==> config.mk <==
export PLATFORM = sky130hd
export DESIGN_NAME = execute_memory_pipeline_reg
export DESIGN_NICKNAME = d
export VERILOG_FILES = /design/src/rtl/execute_memory_pipeline_reg.sv
export SDC_FILE = /design/constraint.sdc
export NUM_CORES = 1
export LEC_CHECK = 0
export CAP_MARGIN = 20
export CORE_UTILIZATION = 39
export DETAILED_ROUTE_END_ITERATION = 10
export PLACE_DENSITY = 0.66
export SYNTH_ARGS = -nofsm -noshare
export SYNTH_HDL_FRONTEND = slang
export SYNTH_SLANG_ARGS = --single-unit
==> constraint.sdc <==
create_clock -name clk -period 8.54 [get_ports clk]
set_clock_uncertainty 0.2 [all_clocks]
set_input_delay 1.708 -clock clk [delete_from_list [all_inputs] [get_ports clk]]
set_output_delay 1.708 -clock clk [all_outputs]
set_load 0.02 [all_outputs]
==> src/rtl/execute_memory_pipeline_reg.sv <==
// EX->MEM pipeline register for the 5-stage RV32 core: valid/ready handshake,
// synchronous flush, optional two-entry skid buffer and a saturating back-pressure counter.
module execute_memory_pipeline_reg #(
    parameter int DATA_WIDTH = 32,
    parameter int ADDR_WIDTH = 5,
    parameter int SKID       = 1,
    parameter int CNT_WIDTH  = 16
) (
    input  logic                  clk,
    input  logic                  rst,
    input  logic                  valid_i,
    output logic                  ready_o,
    input  logic                  flush_i,
    input  logic                  RegWrite_i,
    input  logic [1:0]            ResultsSrc_i,
    input  logic                  MemWrite_i,
    input  logic [DATA_WIDTH-1:0] ALUResult_i,
    input  logic [DATA_WIDTH-1:0] WriteData_i,
    input  logic [ADDR_WIDTH-1:0] Rd_i,
    input  logic [DATA_WIDTH-1:0] PCPlus4_i,
    output logic                  valid_o,
    input  logic                  ready_i,
    output logic                  RegWrite_o,
    output logic [1:0]            ResultsSrc_o,
    output logic                  MemWrite_o,
    output logic [DATA_WIDTH-1:0] ALUResult_o,
    output logic [DATA_WIDTH-1:0] WriteData_o,
    output logic [ADDR_WIDTH-1:0] Rd_o,
    output logic [DATA_WIDTH-1:0] PCPlus4_o,
    output logic [CNT_WIDTH-1:0]  stall_cnt_o
);
    localparam int PW = 4 + 3*DATA_WIDTH + ADDR_WIDTH;

    logic [PW-1:0]        beat_in;
    logic [PW-1:0]        main_q, main_d;
    logic                 main_vld;
    logic                 ready;
    logic                 in_fire, out_fire;
    logic [CNT_WIDTH-1:0] stall_q, stall_d;

    logic                  head_rw, head_mw;
    logic [1:0]            head_rs;
    logic [DATA_WIDTH-1:0] head_alu, head_wd, head_pc;
    logic [ADDR_WIDTH-1:0] head_rd;

    assign beat_in  = {RegWrite_i, ResultsSrc_i, MemWrite_i, ALUResult_i,
                       WriteData_i, Rd_i, PCPlus4_i};
    assign in_fire  = valid_i & ready;
    assign out_fire = main_vld & ready_i;

    generate
        if (SKID != 0) begin : g_skid
            typedef enum logic [1:0] {EMPTY, ONE, TWO} state_t;
            state_t        state_q, state_d;
            logic [PW-1:0] skid_q, skid_d;
            logic          ready_q;

            always_ff @(posedge clk or posedge rst) begin
                if (rst) begin
                    state_q <= EMPTY;
                    ready_q <= 1'b1;
                    main_q  <= '0;
                    skid_q  <= '0;
                end else begin
                    state_q <= state_d;
                    ready_q <= (state_d != TWO);
                    main_q  <= main_d;
                    skid_q  <= skid_d;
                end
            end

            // Flush wins over every handshake; the flushed beat is accepted but never stored.
            always_comb begin
                state_d = state_q;
                main_d  = main_q;
                skid_d  = skid_q;
                if (flush_i) begin
                    state_d = EMPTY;
                end else begin
                    case (state_q)
                        EMPTY: begin
                            if (in_fire) begin
                                state_d = ONE;
                                main_d  = beat_in;
                            end
                        end
                        ONE: begin
                            if (in_fire && out_fire) begin
                                main_d = beat_in;
                            end else if (in_fire) begin
                                state_d = TWO;
                                skid_d  = beat_in;
                            end else if (out_fire) begin
                                state_d = EMPTY;
                            end
                        end
                        TWO: begin
                            if (out_fire) begin
                                state_d = ONE;
                                main_d  = skid_q;
                            end
                        end
                        default: state_d = EMPTY;
                    endcase
                end
            end

            assign main_vld = (state_q != EMPTY);
            assign ready    = ready_q;

            a_two_not_ready: assert property (@(posedge clk) disable iff (rst)
                (state_q == TWO) |-> !ready_o);
        end else begin : g_single
            logic vld_q, vld_d;

            always_ff @(posedge clk or posedge rst) begin
                if (rst) begin
                    vld_q  <= 1'b0;
                    main_q <= '0;
                end else begin
                    vld_q  <= vld_d;
                    main_q <= main_d;
                end
            end

            always_comb begin
                vld_d  = vld_q;
                main_d = main_q;
                if (flush_i) begin
                    vld_d = 1'b0;
                end else if (in_fire) begin
                    vld_d  = 1'b1;
                    main_d = beat_in;
                end else if (out_fire) begin
                    vld_d = 1'b0;
                end
            end

            assign main_vld = vld_q;
            assign ready    = ready_i | ~vld_q;
        end
    endgenerate

    always_comb begin
        stall_d = stall_q;
        if (main_vld && !ready_i && !flush_i && (stall_q != {CNT_WIDTH{1'b1}})) begin
            stall_d = stall_q + {{(CNT_WIDTH-1){1'b0}}, 1'b1};
        end
    end

    always_ff @(posedge clk or posedge rst) begin
        if (rst) begin
            stall_q <= '0;
        end else begin
            stall_q <= stall_d;
        end
    end

    assign {head_rw, head_rs, head_mw, head_alu, head_wd, head_rd, head_pc} = main_q;

    // Write enables are qualified so a bubble can never commit to the RF or memory.
    assign ready_o      = ready;
    assign valid_o      = main_vld;
    assign RegWrite_o   = head_rw & main_vld;
    assign MemWrite_o   = head_mw & main_vld;
    assign ResultsSrc_o = head_rs;
    assign ALUResult_o  = head_alu;
    assign WriteData_o  = head_wd;
    assign Rd_o         = head_rd;
    assign PCPlus4_o    = head_pc;
    assign stall_cnt_o  = stall_q;

    a_hold_stable: assert property (@(posedge clk) disable iff (rst)
        (valid_o && !ready_i && !flush_i) |=> (valid_o && $stable(main_q)));
endmodule

==> results.txt, run 1 <==
- The min-delay analysis places its worst path in the category reg2reg.
- Number of top-level design ports: 233
* Post-layout net count: 998
* Buf/Inv on CP: 2
- Clock latency on the worst-skew pair: 0.52 ns
- For this design, the sink count on the clock tree is 229.
- FF-to-FF setup slack: 5.59 ns
- Dividing total power by cell area gives a power density of 255.8 nW/um^2.
- Status: finished, final reports clean
* Number of max-cap violations: 0
- In this run the standard cell core region covers 26,950 sq um.
* Total standard cell area after synthesis: 10,740 sq um
- Max rail drop VDD: 0.1398 mV
- In the final routed layout, each cell accounts on average for 17.27 um.
* EDFF count, synth: 0
- Endpoints failing setup: 0
* Number of antenna violations at the first check in global routing: 1
* Worst Tran Pin Value: 0.8887 ns
- Entering global routing, the biggest net connects 111 pins.
* Total of buffers placed on input and output ports: 232
* Area used by multi-input combinational logic: 4084 sq um
- # DRC: 0
* # hold bufs at CTS: 0
- Clock H-tree levels: 1
- In this design, the stage delay of the slowest critical-path cell is 0.73 ns.
- The final number of max-transition violations is 0.
- Initial standard-cell utilization of the core: 39.86%
* Syn-to-layout area delta: 26.24%
* First-pass iteration count of the detailed router: 4
* Top Family by Delay on Critical Path: buffers and inverters
- CP Max Fanout: 56
- Most frequent cells in the layout: 316 x sky130_fd_sc_hd__mux2_2, 232 x sky130_fd_sc_hd__clkdlybuf4s50_1, 228 x sky130_fd_sc_hd__dfrtp_1
* Adder-cell area share of the yosys netlist: 0.1165%
* Final global-route overflow total: 0
- Using the TritonRoute via totals, the vias-per-cell ratio works out to 4.931.
- The most used flip-flop cell after synthesis is sky130_fd_sc_hd__dfrtp_1.
- Clock Pin Slew Worst Setup and Hold Paths: 0.06 ns
- Xor and xnor area share after synthesis: 0.8969%
- Leading cell type in the layout, fill and taps excluded: sky130_fd_sc_hd__mux2_2
* Final standard cell area without fillers: 13,560 sq um
- Vias in the first global route: 6,471
* Dominant combinational cell family by area after synthesis: multiplexers
- Site row count: 60
- Final hold slack: 0.2987 ns
* Final core area utilization: 50.32%
* Antenna Cells: 0
* RePlAce Congestion: 0.7096
* Worst endpoint required time: 8.73 ns
- After synthesis, the share of flip-flops with an asynchronous set or reset is 100.0%.
- Mean instance size in the synthesized netlist: 14.15 sq um
- The worst path needs 4.136 ns of the cycle, external delays included.
- Summing all flip-flop and latch instances after layout gives 5732 sq um.
- Proportion of synthesized area in mux cells: 33.42%
- Headroom to the max-slew limit: 40.75%
- Post-CTS timing repair inserted 0 buffers for setup.
- The filler cells instantiated in the layout total 2,381.
- For this design, the slowest cell found on the critical path is sky130_fd_sc_hd__nand3_4.
- Leakage dissipation: 5.758 nW
- In this run, CTS created clock tree buffers numbering 26.
* Pre-CTS worst setup slack: 3.833 ns
- Peak Freq: 241.8 MHz
* Final antenna-violating net count: 0
- Share of final-layout standard cells stronger than drive strength 1: 41.46%
- The worst path uses 48.43% of the clock period.
* Die height: 168.0 um
- The first global-routing pass estimated 35.21 mm of wire.
- Syn Inst Count: 759
- Final Routed Wirelength: 21.56 mm
* Post-placement cell area: 12,630 sq um
- The final number of hold-violating endpoints came to 0.
- Register area share after synthesis: 53.36%
- Count of unique library cells instantiated by Yosys: 34
* Root buffer selected by CTS: sky130_fd_sc_hd__clkbuf_16
- Counting every net in the synthesized netlist gives 870.
- Across all setup checks in the final design, the least slack found is 4.404 ns.
* Data arrival at the endpoint of the critical path: 4.33 ns
- From left edge to right edge, the die measures 168.0 um.
* GRT Total Usage: 15.50%
* Kind of launch point of the worst setup path: primary input
- The synthesized netlist devotes 0.3611% of its cell area to compound gates.
* Series of cell instances along the critical path: clkdlybuf4s50_1 > nor2_1 > nand3_4 > buf_4 > mux2_2
* Clock Path Buffers: 3
* CTS resizes: 0
- Type of the worst setup path: in2reg
- Basic-gate share of the synthesized area counting and, or, nand and nor cells: 2.935%
* Kind of capture point of the worst setup path: flop
* Violation count after the first detailed-routing iteration: 257
* Die outline area: 28,210 sq um
- TritonCTS built the clock tree.
* Total via count in the routed design: 6,154
* Half-perimeter wire length after detailed placement: 13.57 mm
- Unrepaired setup endpoints after global routing: false
* Setup_tns: 0 ns
- Synth warn: 0
* Post-synthesis sequential element count: 229
==> worst reg2reg max path, stage by stage, from the launching register on <==
cell and delay [ns]:
sky130_fd_sc_hd__dfrtp_1 0.41, sky130_fd_sc_hd__inv_1 0.13, sky130_fd_sc_hd__nand2_4 0.55, sky130_fd_sc_hd__buf_4 0.85, sky130_fd_sc_hd__mux2_2 0.44, sky130_fd_sc_hd__mux2_2 0.26
==> metal layers <==
metal | GRT usage, % | share of wire, %
met1 | 20.08 | 44
met5 | 0 | 0.060
met4 | 3.710 | 2.1
met3 | 5.806 | 8.7
met2 | 24.51 | 45
==> path summary, 6_finish.rpt <==
kind | from | cells past startpoint | endpoint
worst min-delay path | g_skid.skid_q[13]$_DFFE_PP0P_ | 1 | g_skid.skid_q[13]$_DFFE_PP0P_
min in group asynchronous | rst | 2 | main_q[30]$_DFFE_PP0P_
worst min register to register | g_skid.skid_q[13]$_DFFE_PP0P_ | 1 | g_skid.skid_q[13]$_DFFE_PP0P_
worst max-delay path | flush_i | 5 | g_skid.skid_q[1]$_DFFE_PP0P_
max in group asynchronous | rst | 3 | g_skid.skid_q[95]$_DFFE_PP0P_
worst max register to register | g_skid.state_q[0]$_DFF_PP0_ | 5 | main_q[95]$_DFFE_PP0P_
==> cells in the mapped netlist (all sizes together) (2+ instances only) <==
cell      n  area [sq um]
a21oi     2         10.01
clkbuf    7         26.28
nand3     6         30.03
nor4      5         58.80
mux2    317          3570
xor2     11         96.34
buf     131         915.9
mux2i     2         20.02
and2      3         18.77
dfrtp   228          5705
nor3b     2         15.01
nand2    11         41.29
nor2      5         18.77
inv       4         15.01
nand4     5         37.53
nor3      8         40.04
==> flip-flops by register name, indices dropped and copies added (netlist names) <==
name            cells
g_skid.skid_q     105
g_skid.state_q      2
main_q            105
ready_o             1
stall_cnt_o        16
==> cell families (layout without fill, tap and decap cells) <==
family | after synthesis | count (layout)
buffers and inverters | 142 | 290
muxes | 319 | 319
DFF | 229 | 229
xor gates and xnor gates | 11 | 11
and+or+nand+nor | 51 | 51
adders and majority gates | 1 | 1
AOI/OAI and AO/OA | 6 | 6
==> through the flow <==
step | instances | total power [mW]
2_1_floorplan | 759 | 2.087
6_report | 1248 | 3.469
5_1_grt | 1248 | 3.644
4_1_cts | 1248 | 3.525
3_5_place_dp | 1200 | 2.321
3_3_place_gp | 1200 | 2.298
==> power breakdown <==
group | switching [mW] | leakage, nW | internal (mW)
Clock | 0.434 | 0.461 | 0.744
Combinational | 0.337 | 2.52 | 0.469
Sequential | 0.133 | 2.78 | 1.35
==> cell type report <==
class	instances	share of cell area (%)
clock buffers	41	6.034
repair buffers	238	17.46
inverters	4	0.1661
multi-input cells	388	30.12
clock inverters	7	0.8120
well taps	341	3.146
flip-flops and latches	229	42.27
Power figures use the tool's default switching activity.
==> run 2, diff against run 1 <==
--- a/config.mk
+++ b/config.mk
@@ -8,7 +8,7 @@
 export CAP_MARGIN = 20
 export CORE_UTILIZATION = 39
 export DETAILED_ROUTE_END_ITERATION = 10
-export PLACE_DENSITY = 0.66
+export PLACE_DENSITY = 0.63
 export SYNTH_ARGS = -nofsm -noshare
 export SYNTH_HDL_FRONTEND = slang
 export SYNTH_SLANG_ARGS = --single-unit
==> constraint.sdc (replaced) <==
create_clock -name clk -period 4 [get_ports clk]
set_clock_uncertainty 0.2 [all_clocks]
set_input_delay 0.8 -clock clk [delete_from_list [all_inputs] [get_ports clk]]
set_output_delay 0.8 -clock clk [all_outputs]
set_load 0.02 [all_outputs]
==> run 2 against run 1 <==
Against the previous run: non-clock buffer count grew 8; combinational power increased by 110%; critical path depth decreased by 2; largest power group unchanged; largest cell class unchanged; core utilization grew 0.51 points.
==> results.txt, run 2 (synthesized netlist as in run 1, its figures left out) <==
- Status: finished, final reports clean (unchanged)
- The global-route wire length before repair was 34.73 mm (was 35.21 mm).
* RePlAce Congestion: 0.7614 (was 0.7096)
- Kind of capture point of the worst setup path: primary output (was flop)
* Initial standard-cell utilization of the core: 39.86% (unchanged)
- The count of instances resized after the clock tree is built came to 0 (unchanged).
* Total via count in the routed design: 6,084 (was 6,154)
* Final non-filler cell total: 1,257 (was 1,248)
* Number of top-level design ports: 233 (unchanged)
- The final number of max-transition violations came to 0 (unchanged).
- Clk sinks: 229 (unchanged)
* Setup_tns: 0 ns (unchanged)
* Number of antenna violations at the first check in global routing: 2 (was 1)
- The slew at the pin closest to its max-slew limit came to 0.9281 ns (was 0.8887 ns).
- The final-layout worst hold slack was 0.2996 ns (was 0.2987 ns).
- Internal power: 5.448 mW (was 2.564 mW)
- Clock latency on the worst-skew pair: 0.52 ns (about the same)
- The number of global-route vias before repair is 6,197 (was 6,471).
- The post-route DRC violation count was 0 (unchanged).
- Proportion of total power due to net switching: 26.33% (was 26.09%)
- Final Routed Wirelength: 21.57 mm (was 21.56 mm)
- Clock Pin Slew Worst Setup and Hold Paths: 0.06 ns (about the same)
- First-pass iteration count of the detailed router: 4 (unchanged)
* Syn-to-layout area delta: 27.52% (was 26.24%)
* Post-layout net count: 1,006 (was 998)
- Site row count: 60 (unchanged)
- The hold-fix buffer count after cts is 0 (unchanged).
- The final number of hold-violating endpoints came to 0 (unchanged).
- CP Max Fanout: 6 (was 56)
- Sequential group share of total power: 42.9% (was 42.8%)
* Max rail drop VDD: 0.3194 mV (was 0.1398 mV)
- Peak Freq: 335.6 MHz
- Share of final-layout standard cells stronger than drive strength 1: 41.86% (was 41.46%)
- The share of total power in the clock network is 33.7% (was 34.0%).
* Root buffer selected by CTS: sky130_fd_sc_hd__clkbuf_16 (unchanged)
* Headroom to the max-slew limit: 38.13% (was 40.75%)
- Largest net degree at the start of global routing: 64 (was 111)
- Type of the worst setup path: reg2out (was in2reg)
- Unrepaired setup endpoints after global routing: false (unchanged).
- Final cycle utilization of the critical path: 74.50%
- The total net switching power is 1.948 mW (was 0.9050 mW).
* Worst hold-check path type: reg2reg (unchanged)
- CTS Buf Count: 26 (unchanged)
- DP Cell Count: 1,208 (was 1,200)
- The post-CTS setup repair buffer count came to 0 (unchanged).
- WL per Instance: 17.16 um (was 17.27 um)
- Kind of launch point of the worst setup path: flop (was primary input)
* Clock Path Buffers: 3 (unchanged)
- Area of the core region: 26,950 sq um (unchanged)
* Leakage dissipation: 5.816 nW (was 5.758 nW)
* Worst endpoint required time: 3.00 ns (was 8.73 ns)
- Final antenna-violating net count: 0 (unchanged)
- Endpoints failing setup: 0 (unchanged)
* Die height: 168.0 um (unchanged)
* TritonCTS clock tree: yes (unchanged)
* Most frequent cells in the layout: 316 x sky130_fd_sc_hd__mux2_2, 232 x sky130_fd_sc_hd__clkdlybuf4s50_1, 228 x sky130_fd_sc_hd__dfrtp_1 (unchanged)
- Shortest clock period the worst path allows after layout: 2.980 ns
* Leading cell type in the layout, fill and taps excluded: sky130_fd_sc_hd__mux2_2 (unchanged)
- The sum of net half-perimeters after detailed placement was 14.07 mm (was 13.57 mm).
- The DRC marker count from the first detailed-route iteration is 191 (was 257).
- The total routing resource utilization after global routing is 15.37% (was 15.50%).
* Final global-route overflow total: 0 (unchanged)
- Die outline area: 28,210 sq um (unchanged)
* Clock H-tree levels: 1 (unchanged)
- The portion of total power attributed to combinational logic was 23.4% (was 23.3%).
- Die X-Extent: 168.0 um (unchanged)
- Pwr per Cell Area: 539.9 nW/um^2 (was 255.8 nW/um^2)
- The number of port buffers came to 232 (unchanged).
* Number of max-cap violations: 0 (unchanged)
* Post-detailed-route via-to-cell ratio: 4.840 (was 4.931)
* Data arrival at the endpoint of the critical path: 1.98 ns (was 4.33 ns)
run 2: cell types whose count changed in the layout (fill, tap and decap cells not counted), sizes merged:
| cell | change |
|---|---|
| clkinv | +3 |
| buf | +8 |
| clkinvlp | +1 |
| bufinv | +1 |
| diode | +1 |
| clkbuf | -5 |
run 2: path summary, 6_finish.rpt:
kind | cells after the start | to | startpoint | slack [ns]
min | 1 | g_skid.skid_q[99]$_DFFE_PP0P_ | g_skid.skid_q[99]$_DFFE_PP0P_ | 0.30
min reg2reg | 1 | g_skid.skid_q[99]$_DFFE_PP0P_ | g_skid.skid_q[99]$_DFFE_PP0P_ | 0.30
max reg2reg | 5 | main_q[33]$_DFFE_PP0P_ | g_skid.state_q[0]$_DFF_PP0_ | 1.64
min in group asynchronous | 2 | main_q[15]$_DFFE_PP0P_ | rst | 0.58
max in group asynchronous | 3 | g_skid.skid_q[51]$_DFFE_PP0P_ | rst | 2.22
max | 3 | MemWrite_o | g_skid.state_q[0]$_DFF_PP0_ | 1.02
run 2: per-layer routing:
metal / GRT usage [%] / vias up / part of all wire, %
met3: 5.665 / 27 / 8.5
met2: 23.12 / 168 / 44
li1: - / 2842 / -
met4: 3.071 / 0 / 1.5
met5: 0 / - / 0
met1: 21.19 / 3047 / 46
run 2: layout make-up:
class | instances | area (sq um)
inverters | 4 | 18.77
well taps | 341 | 426.7
repair buffers | 246 | 2527
clock inverters | 12 | 167.7
diodes | 1 | 2.502
flip-flops and latches | 229 | 5732
fillers | 2337 | 13250
multi-input cells | 388 | 4084
clock buffers | 36 | 739.5
run 2: power groups by stage:
stage | Combinational (mW) | Clock [mW] | Sequential (mW)
after floorplan | 1.31 | 0 | 3.15
after global placement | 1.74 | 0 | 3.19
after detailed placement | 1.76 | 0 | 3.21
after CTS | 1.76 | 2.58 | 3.18
after global routing | 1.85 | 2.68 | 3.25
final | 1.73 | 2.49 | 3.17
run 2: critical path, cell delays in order (launching register included):
cell and delay, ns:
sky130_fd_sc_hd__dfrtp_1 0.43, sky130_fd_sc_hd__or2_1 0.32, sky130_fd_sc_hd__and2_1 0.18, sky130_fd_sc_hd__clkdlybuf4s50_1 0.53
run 2: through the flow:
stage	setup WS, ns	utilization [%]	total power [mW]	area [sq um]
6_report	1.020	50.83	7.396	13700
3_5_place_dp	0.9946	47.45	4.969	12790
5_1_grt	0.9629	50.82	7.779	13700
2_1_floorplan	0.006851	-	4.457	10750
4_1_cts	0.9955	50.82	7.521	13700
3_3_place_gp	1.048	47.45	4.929	12790
